<file path="config.mk">
export PLATFORM = sky130hd
export DESIGN_NAME = range_seq_driver_flat
export DESIGN_NICKNAME = d
export VERILOG_FILES = /design/src/rtl/range_pkg.sv /design/src/rtl/range_seq_driver_if.sv /design/src/rtl/range_fifo.sv /design/src/rtl/range_seq_driver.sv /design/src/flat_wrapper.sv
export SDC_FILE = /design/constraint.sdc
export NUM_CORES = 1
export LEC_CHECK = 0
export ABC_AREA = 1
export CORE_MARGIN = 2
export CORE_UTILIZATION = 38
export CTS_BUF_LIST = sky130_fd_sc_hd__clkbuf_8 sky130_fd_sc_hd__clkbuf_16
export CTS_CLUSTER_DIAMETER = 60
export CTS_CLUSTER_SIZE = 14
export DETAILED_ROUTE_END_ITERATION = 10
export PLACE_DENSITY = 0.56
export SYNTH_ARGS = -nofsm -noshare
export SYNTH_HDL_FRONTEND = slang
export SYNTH_SLANG_ARGS = --single-unit
export TNS_END_PERCENT = 10
</file>
<file path="constraint.sdc">
create_clock -name clock -period 3 [get_ports clock]
set_input_delay 0.45 -clock clock [delete_from_list [all_inputs] [get_ports clock]]
set_output_delay 0.45 -clock clock [all_outputs]
set_load 0.02 [all_outputs]
</file>
<file path="src/rtl/range_pkg.sv">
// ============================================================================
//  Module      : range_pkg
//  Description : Shared types and defaults for the go/finish range-measurement
//                stream driver (data width, driver states, buffer entry).
//  Revision    : 1.0 - initial release
// ============================================================================
`default_nettype none

package range_pkg;

    // Default data word width
    localparam int DATA_W = 8;

    // Driver FSM states
    typedef enum logic [1:0] {
        ST_IDLE = 2'd0,
        ST_SEND = 2'd1,
        ST_DUP  = 2'd2
    } drv_state_e;

    // One buffered host word with its frame-end marker
    typedef struct packed {
        logic              last;
        logic [DATA_W-1:0] data;
    } entry_t;

endpackage

`default_nettype wire

</file>
<file path="src/rtl/range_seq_driver_if.sv">
// ============================================================================
//  Module      : range_seq_driver_if
//  Description : Host write channel and receiver stream channel of the
//                range-measurement stream driver.
//  Revision    : 1.0 - initial release
// ============================================================================
`default_nettype none

interface range_seq_driver_if
    import range_pkg::*;
#(
    parameter int WIDTH = DATA_W
);
    // Host write channel
    logic [WIDTH-1:0] wr_data;
    logic             wr_last;
    logic             wr_valid;
    logic             wr_ready;

    // Receiver stream channel
    logic [WIDTH-1:0] data_out;
    logic             go;
    logic             finish;
    logic [WIDTH-1:0] range_in;
    logic             error_in;

    // Driver side
    modport slave (
        input  wr_data, wr_last, wr_valid, range_in, error_in,
        output wr_ready, data_out, go, finish
    );

    // Host / receiver side
    modport master (
        output wr_data, wr_last, wr_valid, range_in, error_in,
        input  wr_ready, data_out, go, finish
    );

endinterface

`default_nettype wire

</file>
<file path="src/rtl/range_fifo.sv">
// ============================================================================
//  Module      : range_fifo
//  Description : Synchronous FIFO with flush, full/empty flags and occupancy
//                count. Read data is the current head (show-ahead).
//  Revision    : 1.0 - initial release
// ============================================================================
`default_nettype none

module range_fifo #(
    parameter int WIDTH = 9,
    parameter int DEPTH = 16
) (
    input  wire logic                     clock,
    input  wire logic                     reset,
    input  wire logic                     push,
    input  wire logic                     pop,
    input  wire logic                     flush,
    input  wire logic [WIDTH-1:0]         din,
    output logic      [WIDTH-1:0]         dout,
    output logic                          full,
    output logic                          empty,
    output logic      [$clog2(DEPTH):0]   count
);

    localparam int AW = $clog2(DEPTH);

    logic [WIDTH-1:0] mem [DEPTH];
    logic [AW-1:0]    wr_ptr;
    logic [AW-1:0]    rd_ptr;
    logic [AW:0]      occ;
    logic             do_push;
    logic             do_pop;

    // A full FIFO never accepts, even in a cycle that pops (no bypass)
    assign do_push = push & ~full & ~flush;
    assign do_pop  = pop & ~empty & ~flush;

    assign full  = (occ == (AW+1)'(DEPTH));
    assign empty = (occ == '0);
    assign count = occ;
    assign dout  = mem[rd_ptr];

    // Storage array write
    always_ff @(posedge clock) begin
        if (do_push) begin
            mem[wr_ptr] <= din;
        end
    end

    // Pointer and occupancy bookkeeping; flush empties the FIFO
    always_ff @(posedge clock or posedge reset) begin
        if (reset) begin
            wr_ptr <= '0;
            rd_ptr <= '0;
            occ    <= '0;
        end else if (flush) begin
            wr_ptr <= '0;
            rd_ptr <= '0;
            occ    <= '0;
        end else begin
            if (do_push) begin
                wr_ptr <= wr_ptr + AW'(1);
            end
            if (do_pop) begin
                rd_ptr <= rd_ptr + AW'(1);
            end
            occ <= occ + (AW+1)'(do_push) - (AW+1)'(do_pop);
        end
    end

endmodule

`default_nettype wire

</file>
<file path="src/rtl/range_seq_driver.sv">
// ============================================================================
//  Module      : range_seq_driver
//  Description : Buffers framed host words and replays each complete frame as
//                a gap-free go/data/finish burst to a range-measurement
//                receiver; captures the range result and error status.
//  Revision    : 1.0 - initial release
// ============================================================================
`default_nettype none

module range_seq_driver
    import range_pkg::*;
#(
    parameter int WIDTH = DATA_W,
    parameter int DEPTH = 16
) (
    input  wire logic             clock,
    input  wire logic             reset,
    range_seq_driver_if.slave     bus,
    output logic      [WIDTH-1:0] result,
    output logic                  result_valid,
    output logic                  busy,
    output logic                  rx_err,
    output logic                  ovf_err
);

    localparam int CW = $clog2(DEPTH) + 1;

    localparam logic [1:0] S_IDLE = ST_IDLE;
    localparam logic [1:0] S_SEND = ST_SEND;
    localparam logic [1:0] S_DUP  = ST_DUP;

    logic [1:0]       state;
    logic [CW-1:0]    frames_pending;
    logic             dropping;

    logic [WIDTH-1:0] drv_data;
    logic             drv_go;
    logic             drv_finish;

    logic [WIDTH:0]   fifo_dout;
    logic             fifo_full;
    logic             fifo_empty;
    logic [CW-1:0]    fifo_count;
    logic             head_last;
    logic [WIDTH-1:0] head_data;

    logic             accept;
    logic             push;
    logic             pop;
    logic             start;
    logic             inc;
    logic             overflow;

    assign head_last = fifo_dout[WIDTH];
    assign head_data = fifo_dout[WIDTH-1:0];

    // Host handshake: words of an oversized frame are accepted but dropped
    assign bus.wr_ready = ~fifo_full & ~reset;
    assign accept       = bus.wr_valid & bus.wr_ready;
    assign push         = accept & ~dropping;
    assign inc          = push & bus.wr_last;

    // A full buffer holding no complete frame can never drain
    assign overflow = (fifo_count == CW'(DEPTH)) && (frames_pending == '0);

    // A frame only starts once fully buffered, so SEND pops never underflow
    assign start = (state == S_IDLE) && (frames_pending != '0);
    assign pop   = start | (state == S_SEND);

    assign bus.data_out = drv_data;
    assign bus.go       = drv_go;
    assign bus.finish   = drv_finish;
    assign busy         = (state != S_IDLE) | drv_finish;

    range_fifo #(
        .WIDTH (WIDTH + 1),
        .DEPTH (DEPTH)
    ) u_fifo (
        .clock (clock),
        .reset (reset),
        .push  (push),
        .pop   (pop),
        .flush (overflow),
        .din   ({bus.wr_last, bus.wr_data}),
        .dout  (fifo_dout),
        .full  (fifo_full),
        .empty (fifo_empty),
        .count (fifo_count)
    );

    // Count of complete frames sitting in the buffer
    always_ff @(posedge clock or posedge reset) begin
        if (reset) begin
            frames_pending <= '0;
        end else if (inc && !start) begin
            frames_pending <= frames_pending + CW'(1);
        end else if (start && !inc) begin
            frames_pending <= frames_pending - CW'(1);
        end
    end

    // Discard the tail of an oversized frame up to and including its last word
    always_ff @(posedge clock or posedge reset) begin
        if (reset) begin
            dropping <= 1'b0;
        end else if (overflow) begin
            dropping <= 1'b1;
        end else if (accept && bus.wr_last) begin
            dropping <= 1'b0;
        end
    end

    // Burst sequencer; single-word frames re-drive the word to keep go and
    // finish in separate cycles
    always_ff @(posedge clock or posedge reset) begin
        if (reset) begin
            state      <= S_IDLE;
            drv_data   <= '0;
            drv_go     <= 1'b0;
            drv_finish <= 1'b0;
        end else begin
            case (state)
                S_IDLE: begin
                    drv_finish <= 1'b0;
                    drv_go     <= 1'b0;
                    if (start) begin
                        drv_data <= head_data;
                        drv_go   <= 1'b1;
                        state    <= head_last ? S_DUP : S_SEND;
                    end
                end
                S_SEND: begin
                    drv_go   <= 1'b0;
                    drv_data <= head_data;
                    if (head_last) begin
                        drv_finish <= 1'b1;
                        state      <= S_IDLE;
                    end
                end
                S_DUP: begin
                    drv_go     <= 1'b0;
                    drv_finish <= 1'b1;
                    state      <= S_IDLE;
                end
                default: begin
                    drv_go     <= 1'b0;
                    drv_finish <= 1'b0;
                    state      <= S_IDLE;
                end
            endcase
        end
    end

    // Capture the receiver's range on each finish cycle
    always_ff @(posedge clock or posedge reset) begin
        if (reset) begin
            result       <= '0;
            result_valid <= 1'b0;
        end else begin
            result_valid <= drv_finish;
            if (drv_finish) begin
                result <= bus.range_in;
            end
        end
    end

    // Sticky error flags, cleared only by reset
    always_ff @(posedge clock or posedge reset) begin
        if (reset) begin
            rx_err  <= 1'b0;
            ovf_err <= 1'b0;
        end else begin
            rx_err  <= rx_err | bus.error_in;
            ovf_err <= ovf_err | overflow;
        end
    end

    // Buffer emptiness is implied by frames_pending; kept for observability
    logic unused_ok;
    assign unused_ok = fifo_empty;

endmodule

`default_nettype wire
</file>
<file path="src/flat_wrapper.sv">
// flat-port wrapper written by rule: the top's interface ports become plain ports
module range_seq_driver_flat import range_pkg::*;
#(
    parameter int WIDTH = DATA_W,
    parameter int DEPTH = 16
)
  (clock, reset, result, result_valid, busy, rx_err, ovf_err, bus_wr_data, bus_wr_last, bus_wr_valid, bus_range_in, bus_error_in, bus_wr_ready, bus_data_out, bus_go, bus_finish);
  range_seq_driver_if #(.WIDTH(WIDTH)) bus_i ();
  input  wire logic clock;
  input  wire logic reset;
  output logic      [WIDTH-1:0] result;
  output logic result_valid;
  output logic busy;
  output logic rx_err;
  output logic ovf_err;
  input wire logic [$bits(bus_i.wr_data)-1:0] bus_wr_data;
  input wire logic [$bits(bus_i.wr_last)-1:0] bus_wr_last;
  input wire logic [$bits(bus_i.wr_valid)-1:0] bus_wr_valid;
  input wire logic [$bits(bus_i.range_in)-1:0] bus_range_in;
  input wire logic [$bits(bus_i.error_in)-1:0] bus_error_in;
  output wire logic [$bits(bus_i.wr_ready)-1:0] bus_wr_ready;
  output wire logic [$bits(bus_i.data_out)-1:0] bus_data_out;
  output wire logic [$bits(bus_i.go)-1:0] bus_go;
  output wire logic [$bits(bus_i.finish)-1:0] bus_finish;
  assign bus_i.wr_data = bus_wr_data;
  assign bus_i.wr_last = bus_wr_last;
  assign bus_i.wr_valid = bus_wr_valid;
  assign bus_i.range_in = bus_range_in;
  assign bus_i.error_in = bus_error_in;
  assign bus_wr_ready = bus_i.wr_ready;
  assign bus_data_out = bus_i.data_out;
  assign bus_go = bus_i.go;
  assign bus_finish = bus_i.finish;
  range_seq_driver #(.WIDTH(WIDTH), .DEPTH(DEPTH)) u_core (.clock(clock), .reset(reset), .bus(bus_i), .result(result), .result_valid(result_valid), .busy(busy), .rx_err(rx_err), .ovf_err(ovf_err));
endmodule
</file>
==> impl_metrics.ini <==
[outcome]
outcome = completed

[placed_design]
dp.cells = 1049
gpl.final_weighted_congestion = 0.777
placed_area_mm2 = 0.00884
placement.io_buffers = 43
post-dp-hpwl_mm = 12.2
pre_cts_ws_ns = 0.206

[drt]
post_drt_wl_per_cell_um = 17.3
detailroute.via_count = 5404
drt-initial-drc-count = 365
drcViolationCount = 0
drt_wl_total_mm = 18.8
number_of_optimization_iterations_in_the_first_detailed_route_pass = 5
avgViaCountPerCell = 4.99
antenna_violating_nets_post_route = 0

[sta]
worst_slew_pin_slew_ns = 0.829
slew_violations = 0
max_clock_freq_mhz = 362
timing.final.crit_period_ns = 2.77
setup_violations = 0
slew-limit-headroom_pct = 44.8
unrepaired_setup_endpoints_after_global_routing = no
finalHoldViolations = 0
timing.setup.tns_ns = 0
clock_skew_ns = 0.00643
timing.final.crit_share_pct = 92.2
setup_ws_ns = 0.234

[power]
leakagePower_nw = 3.81
peak_vdd_ir_uv = 505
powerDensity_mw_per_mm2 = 964

[floorplanning]
core-area_mm2 = 0.0204
start_util_pct = 39.0
design.die.area_mm2 = 0.0222
row_count = 52
die_y_um = 149
i_o_pin_count = 44
chipWidth_um = 149

[clock_network]
clkSlewWorstSetupHoldPaths_ns = 0.06
clkSinkCount = 186
cts.root.buffer_cell = clkbuf_16
max-clock-path-buffers = 2
worst_skew_pair.late_latency_ns = 0.43
cts_tree = yes
hold_buffers = 0
cts_htree_levels = 4
cts-buffers-inserted = 17

[yosys]
synth_top_cells_by_area = edfxtp_1, dfrtp_1, nand2_1
fraction_of_registers_with_async_set_reset_pct = 22.6
synthDominantAreaCellType = edfxtp_1
dominantRegCellSynth = edfxtp_1
ys_top_cells_by_count = nand2_1, edfxtp_1, nand3_1, inv_1, dfrtp_1
yosysTopAreaCellShare_pct = 54.2
ys_ff_latch = 186
syn_area_mm2 = 0.00797
synth_nets = 768
synth_most_common_cell = nand2_1
ys.warnings.count = 0
ys_types = 31
number_of_flops_mapped_to_enable_cells_by_yosys = 144
synth_area_per_cell_um2 = 11.0
post_synthesis_sequential_area_ratio_pct = 67.4
syn-instance-count = 728

[min_path]
hold_path_class = reg -> reg

[grt]
grt_antenna_before_repair = 0
overflow = 0
groute.usage.overall_pct = 17.7
number_of_global_route_vias_before_repair = 5290
grt_start_max_net_pins = 75
grt_pass1_wl_mm = 29.4

[critical_path]
crit_path_frequent_cell = inv_1
worst-path-buf-inv = 3
worstSetupEndpointType = flip-flop
worst_ep_arrival_time_ns = 3.12
crit_path_cell_trace = nor2_1 -> nand4_2 -> nand2_2 -> nand2_1 -> o21ai_2 -> nor2_2 -> ha_1 -> inv_1 -> ha_1 -> inv_1 -> fa_1 -> inv_1 -> a21oi_1 -> o21ai_1 -> o21ai_0 -> a21oi_1
timing.critical_path.slowest_stage_cell = dfrtp_1
worst_ep_required_time_ns = 3.35
critical_path.top_delay_family = adder cells
worst-path-max-fanout = 4
critical_path_class = reg -> reg
start_kind = flip-flop
cp_slowest_stage_delay_ns = 0.44

[final_layout]
post-route-cell-area_mm2 = 0.00942
flow.area_growth_from_synthesis_pct = 18.1
fin_nets = 841
final-instance-count-excl-fill = 1084
layout.filler_cells = 1884
n_antenna_cell = 0
drive_gt1_share_pct = 10.2
final_util_pct = 46.1

[job]
cap_violations = 0
## worst register-to-register path, stage by stage, from the launching register on
cell     delay, ns
dfrtp_1       0.44
nor2_1        0.16
nand4_2       0.13
nand2_2       0.13
nand2_1       0.07
o21ai_2       0.12
nor2_2        0.08
ha_1          0.29
inv_1         0.06
ha_1          0.16
inv_1         0.07
fa_1          0.40
inv_1         0.10
a21oi_1       0.08
o21ai_1       0.17
o21ai_0       0.10
a21oi_1       0.13
## layout make-up
type                    instances  area (µm²)  area share (%)
clock buffers                  17         425            4.52
clock inverters                15         124            1.32
inverters                      52         199            2.11
multi-input cells             459        2210            23.5
flip-flops and latches        186        5380            57.1
well taps                     270         338            3.59
repair buffers                 85         746            7.92
## timing repair
| action | in CTS | in global routing |
|---|---|---|
| buffers inserted | 0 | 3 |
| gates resized for setup | 0 | 1 |
| setup endpoints to repair | 0 | 1 |
## where the power goes
part | internal, mW | switching [mW] | total (mW) | leakage, nW
combinational | 1.26 | 2.28 | 3.54 | 1.73
sequential | 3.16 | 0.271 | 3.43 | 1.80
clock | 1.20 | 0.906 | 2.11 | 0.289
## flip-flops by register name, summed over array words and instances (netlist names)
name and cells:
u_core.u_fifo.wr_ptr 4, u_core.u_fifo.rd_ptr 4, u_core.u_fifo.mem 144, u_core.bus.finish 1, u_core.frames_pending 5, u_core.dropping 1, u_core.result 8, u_core.bus.go 1
u_core.u_fifo.count 5, u_core.state 2, u_core.bus.data_out 8, u_core.result_valid 1, u_core.ovf_err 1, u_core.rx_err 1
## cells by family (layout without fill, tap and decap cells)
family | Yosys count | after routing | synth area share [%]
DFF | 186 | 186 | 67.4
and+or+nand+nor | 395 | 395 | 21.1
xor gates and xnor gates | 4 | 4 | 0.439
AOI/OAI and AO/OA | 41 | 41 | 2.84
adders and majority gates | 19 | 19 | 3.17
buffers and inverters | 83 | 169 | 5.02
## routing by layer
metal,up-vias,part of all wire [%],track usage (%)
met2,141,49,29.8
met5,-,0,0
li1,2611,-,-
met3,24,4.7,3.67
met1,2628,45,22.9
met4,0,1.9,5.86
## final timing paths
kind,from,to,slack (ns),depth (start not counted)
worst max-delay path,u_core.frames_pending[0]$_DFFE_PP0P_,u_core.u_fifo.count[4]$_DFF_PP0_,0.23,16
worst min-delay path,u_core.rx_err$_DFF_PP0_,u_core.rx_err$_DFF_PP0_,0.46,1
worst max register to register,u_core.frames_pending[0]$_DFFE_PP0P_,u_core.u_fifo.count[4]$_DFF_PP0_,0.23,16
worst min register to register,u_core.rx_err$_DFF_PP0_,u_core.rx_err$_DFF_PP0_,0.46,1
max in group asynchronous,reset,u_core.u_fifo.rd_ptr[0]$_DFFE_PP0P_,1.98,3
min in group asynchronous,reset,u_core.frames_pending[4]$_DFFE_PP0P_,0.61,3
## cells in the final DEF, fill, tap and decap left out, types with 3 or more instances in the layout
| cell | n |
|---|---|
| nand2_1 | 237 |
| edfxtp_1 | 144 |
| nand3_1 | 110 |
| inv_1 | 53 |
| clkdlybuf4s50_1 | 43 |
| buf_4 | 42 |
| dfrtp_1 | 41 |
| nor2_1 | 23 |
| ha_1 | 17 |
| clkbuf_16 | 17 |
| o21ai_0 | 15 |
| nor3_1 | 13 |
| a21oi_1 | 10 |
| a31oi_1 | 9 |
| o21ai_1 | 4 |
| clkinv_1 | 3 |
| inv_2 | 3 |
| clkinvlp_4 | 3 |
## metrics by stage
stage               power (mW)  hold slack [ns]
floorplan                 5.91            0.442
global placement          6.89            0.450
detailed placement        7.02            0.458
CTS                       9.15            0.472
global route              9.75            0.488
finish                    9.08            0.464
Power figures use the tool's default switching activity.
